`src/rtl/peak_pkg.sv`:
```
// ============================================================================
// Module  : peak_pkg
// Brief   : Shared types, defaults and helpers for the peak frame controller.
// Revision: 1.0 - initial release
// ============================================================================
`default_nettype none

package peak_pkg;

  // Default sample width (signed two's complement)
  localparam int c_DATA_W_DEFAULT    = 16;
  // Default number of samples per frame (power of two, 2..4096)
  localparam int c_FRAME_LEN_DEFAULT = 256;

  // Controller states
  typedef enum logic [1:0] {
    ST_IDLE   = 2'd0,
    ST_ACCUM  = 2'd1,
    ST_REPORT = 2'd2
  } peak_state_t;

  // Saturating magnitude of a w-bit signed value that has been sign-extended
  // to 64 bits. The most negative w-bit code maps to the largest positive
  // code so the result always fits in w bits as an unsigned value.
  function automatic logic [63:0] sat_mag(input logic signed [63:0] xs,
                                          input int w);
    logic signed [63:0] lim;
    lim = 64'sd1 <<< (w - 1);
    if (xs == -lim) begin
      sat_mag = lim - 64'sd1;
    end else if (xs < 64'sd0) begin
      sat_mag = -xs;
    end else begin
      sat_mag = xs;
    end
  endfunction

endpackage

`default_nettype wire

```
`src/rtl/norm_shift_calc.sv`:
```
// ============================================================================
// Module  : norm_shift_calc
// Brief   : Combinational leading-zero count of an unsigned peak magnitude,
//           measured below the sign position. Gives the left shift that
//           brings the peak to full scale; DATA_W-1 for a zero input.
//           Only compiled when PEAK_NORM_SHIFT_EN is defined.
// Revision: 1.0 - initial release
// ============================================================================
`default_nettype none

`ifdef PEAK_NORM_SHIFT_EN
module norm_shift_calc
  import peak_pkg::*;
#(
  parameter int DATA_W = c_DATA_W_DEFAULT
) (
  input  logic [DATA_W-1:0] i_val,
  output logic [4:0]        o_shift
);

  // Highest set bit below the sign position decides the shift; a set sign
  // bit cannot occur for a saturated magnitude but is treated as full scale.
  always_comb begin
    o_shift = 5'(DATA_W - 1);
    for (int i = 0; i < DATA_W - 1; i++) begin
      if (i_val[i]) begin
        o_shift = 5'(DATA_W - 2 - i);
      end
    end
    if (i_val[DATA_W-1]) begin
      o_shift = '0;
    end
  end

endmodule
`endif

`default_nettype wire

```
`src/rtl/peak_frame_ctrl.sv`:
```
// ============================================================================
// Module  : peak_frame_ctrl
// Brief   : Captures frames of FRAME_LEN signed samples, tracks the earliest
//           largest saturated magnitude and its index, and reports it with a
//           valid/ready handshake. Supports single-shot and continuous mode
//           and abort. Optional macro PEAK_NORM_SHIFT_EN adds norm_shift.
// Revision: 1.0 - initial release
// ============================================================================
`default_nettype none

module peak_frame_ctrl
  import peak_pkg::*;
#(
  parameter int DATA_W    = c_DATA_W_DEFAULT,
  parameter int FRAME_LEN = c_FRAME_LEN_DEFAULT
) (
  input  logic                         clk,
  input  logic                         rst,
  input  logic                         start,
  input  logic                         cont,
  input  logic                         abort,
  input  logic [DATA_W-1:0]            x,
  input  logic                         v,
  output logic                         in_ready,
  output logic [DATA_W-1:0]            peak,
  output logic [$clog2(FRAME_LEN)-1:0] peak_idx,
  output logic                         pk_valid,
  input  logic                         pk_ready,
`ifdef PEAK_NORM_SHIFT_EN
  output logic [4:0]                   norm_shift,
`endif
  output logic                         busy
);

  localparam int c_IDX_W = $clog2(FRAME_LEN);

  peak_state_t         r_state;
  peak_state_t         w_next;
  logic                w_clear;
  logic                w_acc;
  logic                w_last;
  logic                w_new_peak;
  logic [DATA_W-1:0]   w_mag;
  logic [DATA_W-1:0]   r_peak;
  logic [c_IDX_W-1:0]  r_idx;
  logic [c_IDX_W-1:0]  r_cnt;

  // Saturated magnitude of the incoming sample (sign-extended to 64 bits)
  assign w_mag = DATA_W'(sat_mag({{(64 - DATA_W){x[DATA_W-1]}}, x}, DATA_W));

  // A sample is taken only in ACCUM; an abort in the same cycle wins
  assign w_acc      = (r_state == ST_ACCUM) && v && !abort;
  assign w_last     = (r_cnt == c_IDX_W'(FRAME_LEN - 1));
  assign w_new_peak = w_acc && (w_mag > r_peak);

  // State register
  always_ff @(posedge clk or posedge rst) begin
    if (rst) begin
      r_state <= ST_IDLE;
    end else begin
      r_state <= w_next;
    end
  end

  // Next-state logic; w_clear marks every path that enters ACCUM or aborts
  always_comb begin
    w_next  = r_state;
    w_clear = 1'b0;
    case (r_state)
      ST_IDLE: begin
        if (start) begin
          w_next  = ST_ACCUM;
          w_clear = 1'b1;
        end
      end
      ST_ACCUM: begin
        if (abort) begin
          w_next  = ST_IDLE;
          w_clear = 1'b1;
        end else if (w_acc && w_last) begin
          w_next = ST_REPORT;
        end
      end
      ST_REPORT: begin
        if (pk_ready) begin
          if (cont && !abort) begin
            w_next  = ST_ACCUM;
            w_clear = 1'b1;
          end else begin
            w_next = ST_IDLE;
          end
        end
      end
      default: begin
        w_next  = ST_IDLE;
        w_clear = 1'b1;
      end
    endcase
  end

  // Running peak, its index and the in-frame sample counter
  always_ff @(posedge clk or posedge rst) begin
    if (rst) begin
      r_peak <= '0;
      r_idx  <= '0;
      r_cnt  <= '0;
    end else if (w_clear) begin
      r_peak <= '0;
      r_idx  <= '0;
      r_cnt  <= '0;
    end else if (w_acc) begin
      if (w_new_peak) begin
        r_peak <= w_mag;
        r_idx  <= r_cnt;
      end
      r_cnt <= r_cnt + 1'b1;
    end
  end

`ifdef PEAK_NORM_SHIFT_EN
  logic [DATA_W-1:0] w_peak_nxt;
  logic [4:0]        w_shift;
  logic [4:0]        r_norm;

  // Peak value including the sample accepted this cycle
  assign w_peak_nxt = w_new_peak ? w_mag : r_peak;

  norm_shift_calc #(
    .DATA_W (DATA_W)
  ) u_norm_shift_calc (
    .i_val   (w_peak_nxt),
    .o_shift (w_shift)
  );

  // Latch the normalising shift together with the final peak of the frame
  always_ff @(posedge clk or posedge rst) begin
    if (rst) begin
      r_norm <= '0;
    end else if (w_acc && w_last) begin
      r_norm <= w_shift;
    end
  end

  assign norm_shift = r_norm;
`endif

  assign in_ready = (r_state == ST_ACCUM);
  assign pk_valid = (r_state == ST_REPORT);
  assign busy     = (r_state != ST_IDLE);
  assign peak     = r_peak;
  assign peak_idx = r_idx;

endmodule

`default_nettype wire

```
`config.mk`:
```
export PLATFORM = sky130hd
export DESIGN_NAME = peak_frame_ctrl
export DESIGN_NICKNAME = d
export VERILOG_FILES = /design/src/rtl/peak_pkg.sv /design/src/rtl/norm_shift_calc.sv /design/src/rtl/peak_frame_ctrl.sv
export SDC_FILE = /design/constraint.sdc
export NUM_CORES = 1
export LEC_CHECK = 0
export BUFFER_PORTS_ARGS = -buffer_cell sky130_fd_sc_hd__buf_2
export CORE_MARGIN = 2
export CORE_UTILIZATION = 45
export CTS_BUF_LIST = sky130_fd_sc_hd__clkbuf_8
export CTS_CLUSTER_DIAMETER = 30
export DETAILED_ROUTE_END_ITERATION = 8
export PLACE_DENSITY_LB_ADDON = 0.25
export SLEW_MARGIN = 15
export SYNTH_ARGS = -nofsm -noshare
export SYNTH_HDL_FRONTEND = slang
export SYNTH_HIERARCHICAL = 1
export SYNTH_SLANG_ARGS = --single-unit
```
`constraint.sdc`:
```
create_clock -name clk -period 2 [get_ports clk]
set_input_delay 0.1 -clock clk [delete_from_list [all_inputs] [get_ports clk]]
set_output_delay 0.1 -clock clk [all_outputs]
set_load 0.01 [all_outputs]
```
==> flow_metrics.tcl <==
set metrics [dict create \
    core_area_um2 5140 \
    synthFlopType "dfrtp_1" \
    clock_latency_ps 290 \
    r2r_setup_slack_ps -200 \
    critPathArrivalTime_ps 2790 \
    avgSynthCellArea_um2 9.175 \
    slew_viol_final 0 \
    io_pins 50 \
    start_util_pct 47.13 \
    worst_slack_ps -610.8 \
    clock_skew_ps 9.017 \
    syn2layout_area_growth_pct 48.97 \
    crit_required_ps 2180 \
    fin_tns_setup_ps -13970 \
    start_kind "input port" \
    fp-row-count 26 \
    via_count 2264 \
    slew_headroom_pct 70.72 \
    wl_per_cell_um 12.71 \
    post-route-drc-count 0 \
    hpwl_um 4279 \
    cts_max_path_buffers 2 \
    grt_first_pass_wirelength_um 9784 \
    min_path_type "input port to register" \
    peakVddDrop_mv 0.3063 \
    cp_max_fo 8 \
    worstReg2RegStart "peak[1]" \
    antenna_cells 0 \
    min_period_ps 2611 \
    cts_tree "done" \
    synth_edf_count 0 \
    ys_types 48 \
    dpl.cell_count 434 \
    drive_above_1_share_pct 42.86 \
    grt_pass1_vias 2312 \
    finalSetupViolCount 24 \
    status "complete, but fails checks" \
    die_x_um 77.37 \
    utilization_pct 70.20 \
    grt_usage_pct 20.16 \
    max_freq_mhz 383.0 \
    firstDrtPassIters 4 \
    tightest_slew_ps 439.2 \
    syn_area_um2 2422 \
    worstHoldEndpoint "r_state[1]" \
    layoutNonFillerInstCount 462 \
    io_buffers 49 \
    die_height_um 77.37 \
    drt_iter0_drc 40 \
    grt_remaining_overflow 0 \
    hold_viol 0 \
    cp-end-kind "register" \
    p_leak_nw 1.915 \
    postSynth.asyncResetShare_pct 100.0 \
    cts_sinks 34 \
    grt_max_degree 35 \
    synth_nets 305 \
    hold_depth 2 \
    ys_warn_count 6 \
    cap_violations 0 \
    seq_area_frac_synth_pct 35.12 \
    crit_type "input port to register" \
    cts_buffers 5 \
    worstReg2RegEnd "peak[15]" \
    hp-start "pk_ready" \
    num-fill-cells 407 \
    antenna_left 0 \
    place_congestion 0.8035 \
    antenna_found_initial 0 \
    root_buffer "clkbuf_8" \
    routed_via_density 4.900 \
    ys_ff_latch 34 \
    dieArea_um2 5986 \
    layout.nets 432 \
    violations "negative setup slack" \
    postSynthCellCount 264 \
    detail_route.wirelength_um 5870 \
    rsz0062_at_grt "yes" \
    power_density_nw_per_um2 550.2 \
    cts.reportedPaths.clkPinSlew_ps 70 \
    ff2ff_path_depth 8 \
    htreeDepth 2 \
    post-route-period-util_pct 130.5 \
]
[power by group]
| group | switching, mW | total [mW] | internal, mW |
|---|---|---|---|
| clock | 0.248 | 0.521 | 0.272 |
| sequential | 0.0280 | 0.756 | 0.728 |
| combinational | 0.339 | 0.709 | 0.370 |
| total | 0.615 | 1.99 | 1.37 |
[sequential cells by signal, indices dropped and copies added (netlist names)]
name / count
peak: 16
peak_idx: 8
r_cnt: 8
r_state: 2
[kinds of logic after synthesis]
family | after synthesis | synth area share [%]
flops | 34 | 35.12
mux | 25 | 12.60
simple gates | 90 | 18.70
fa+ha+maj | 18 | 9.298
xor+xnor | 13 | 4.700
compound gates | 43 | 11.93
buf+inv | 41 | 7.645
[metrics by stage]
| step | worst slack (ps) | area [um2] | hold slack [ps] | power (mW) |
|---|---|---|---|---|
| after floorplan | -659.9 | 2482 | 209.5 | 1.119 |
| after global placement | -904.7 | 3231 | 217.6 | 1.374 |
| after detailed placement | -960.3 | 3231 | 226.8 | 1.391 |
| after CTS | -543.0 | 3513 | 28.29 | 1.969 |
| after global routing | -766.8 | 3608 | 47.61 | 2.096 |
| final | -610.8 | 3608 | 34.33 | 1.985 |
[metal layers]
| metal | up-vias | part of all wire, % | GRT usage, % |
|---|---|---|---|
| met3 | 5 | 3.5 | 3.256 |
| met1 | 1045 | 43 | 23.31 |
| met4 | 0 | 1.2 | 6.250 |
| met5 | - | 0 | 0 |
| met2 | 45 | 52 | 37.83 |
| li1 | 1169 | - | - |
[layout make-up]
class,count,area (um2),share of cell area (%)
Multi-Input combinational cell,189,1509,41.82
Timing Repair Buffer,129,944.7,26.18
Sequential cell,34,850.8,23.58
Inverter,32,125.1,3.467
Tap cell,70,87.58,2.427
Clock buffer,6,82.58,2.288
Clock inverter,2,8.758,0.2427
[repair_timing]
item | in CTS | in global routing
pin swaps | 6 | 11
setup buffers | 15 | 4
resized for setup | 21 | 13
setup endpoints to repair | 24 | 24
hold buffers | 1 | 0
hold endpoints to repair | 34 | 0
[cells in the mapped netlist, types with 2 or more instances]
library cell,instances,area (um2)
a21oi_1,13,65.06
a221oi_1,3,26.28
a31oi_1,6,37.54
and2_1,2,12.51
and3_1,4,25.02
buf_2,2,10.01
clkbuf_1,3,11.26
dfrtp_1,34,850.8
ha_1,18,225.2
inv_1,32,120.1
mux2_2,4,45.04
mux2_4,10,150.1
mux2i_1,11,110.1
nand2_1,27,101.4
nand4_1,8,50.05
nor2_1,29,108.9
nor2b_1,3,18.77
nor3_1,2,10.01
nor4_1,2,12.51
o211ai_1,2,15.01
o21a_1,2,15.01
o21ai_0,8,40.04
o22ai_1,2,12.51
or3_1,2,12.51
xnor2_1,6,52.55
xor2_1,7,61.31
[worst max-delay path by stage]
stage	cells after the start	startpoint	to
6_report	13	x[10]	peak[15]
5_1_grt	14	x[10]	peak_idx[1]
4_1_cts	15	x[1]	peak[15]
3_5_place_dp	16	x[1]	peak_idx[1]
3_3_place_gp	15	x[1]	peak[12]
2_1_floorplan	12	x[5]	peak[10]
[critical path: stages]
cell	delay, ps
buf_2	120
nor4_4	280
and4b_1	220
buf_4	170
nand2_4	60
o211ai_1	150
ha_1	310
nor2b_1	140
o211ai_1	250
a2111oi_4	130
o31ai_4	360
buf_12	190
mux2_4	300
[cells in the final DEF, fill, tap and decap left out, types with 7 or more instances in the layout]
cell type / n
dfrtp_1: 34
xor2_1: 7
inv_1: 31
buf_4: 72
a21oi_1: 10
nor2_1: 29
nand4_1: 8
nand2_1: 26
buf_2: 45
ha_1: 17
mux2i_1: 11
mux2_4: 14
Note: power is estimated with default switching activity, not from simulation.
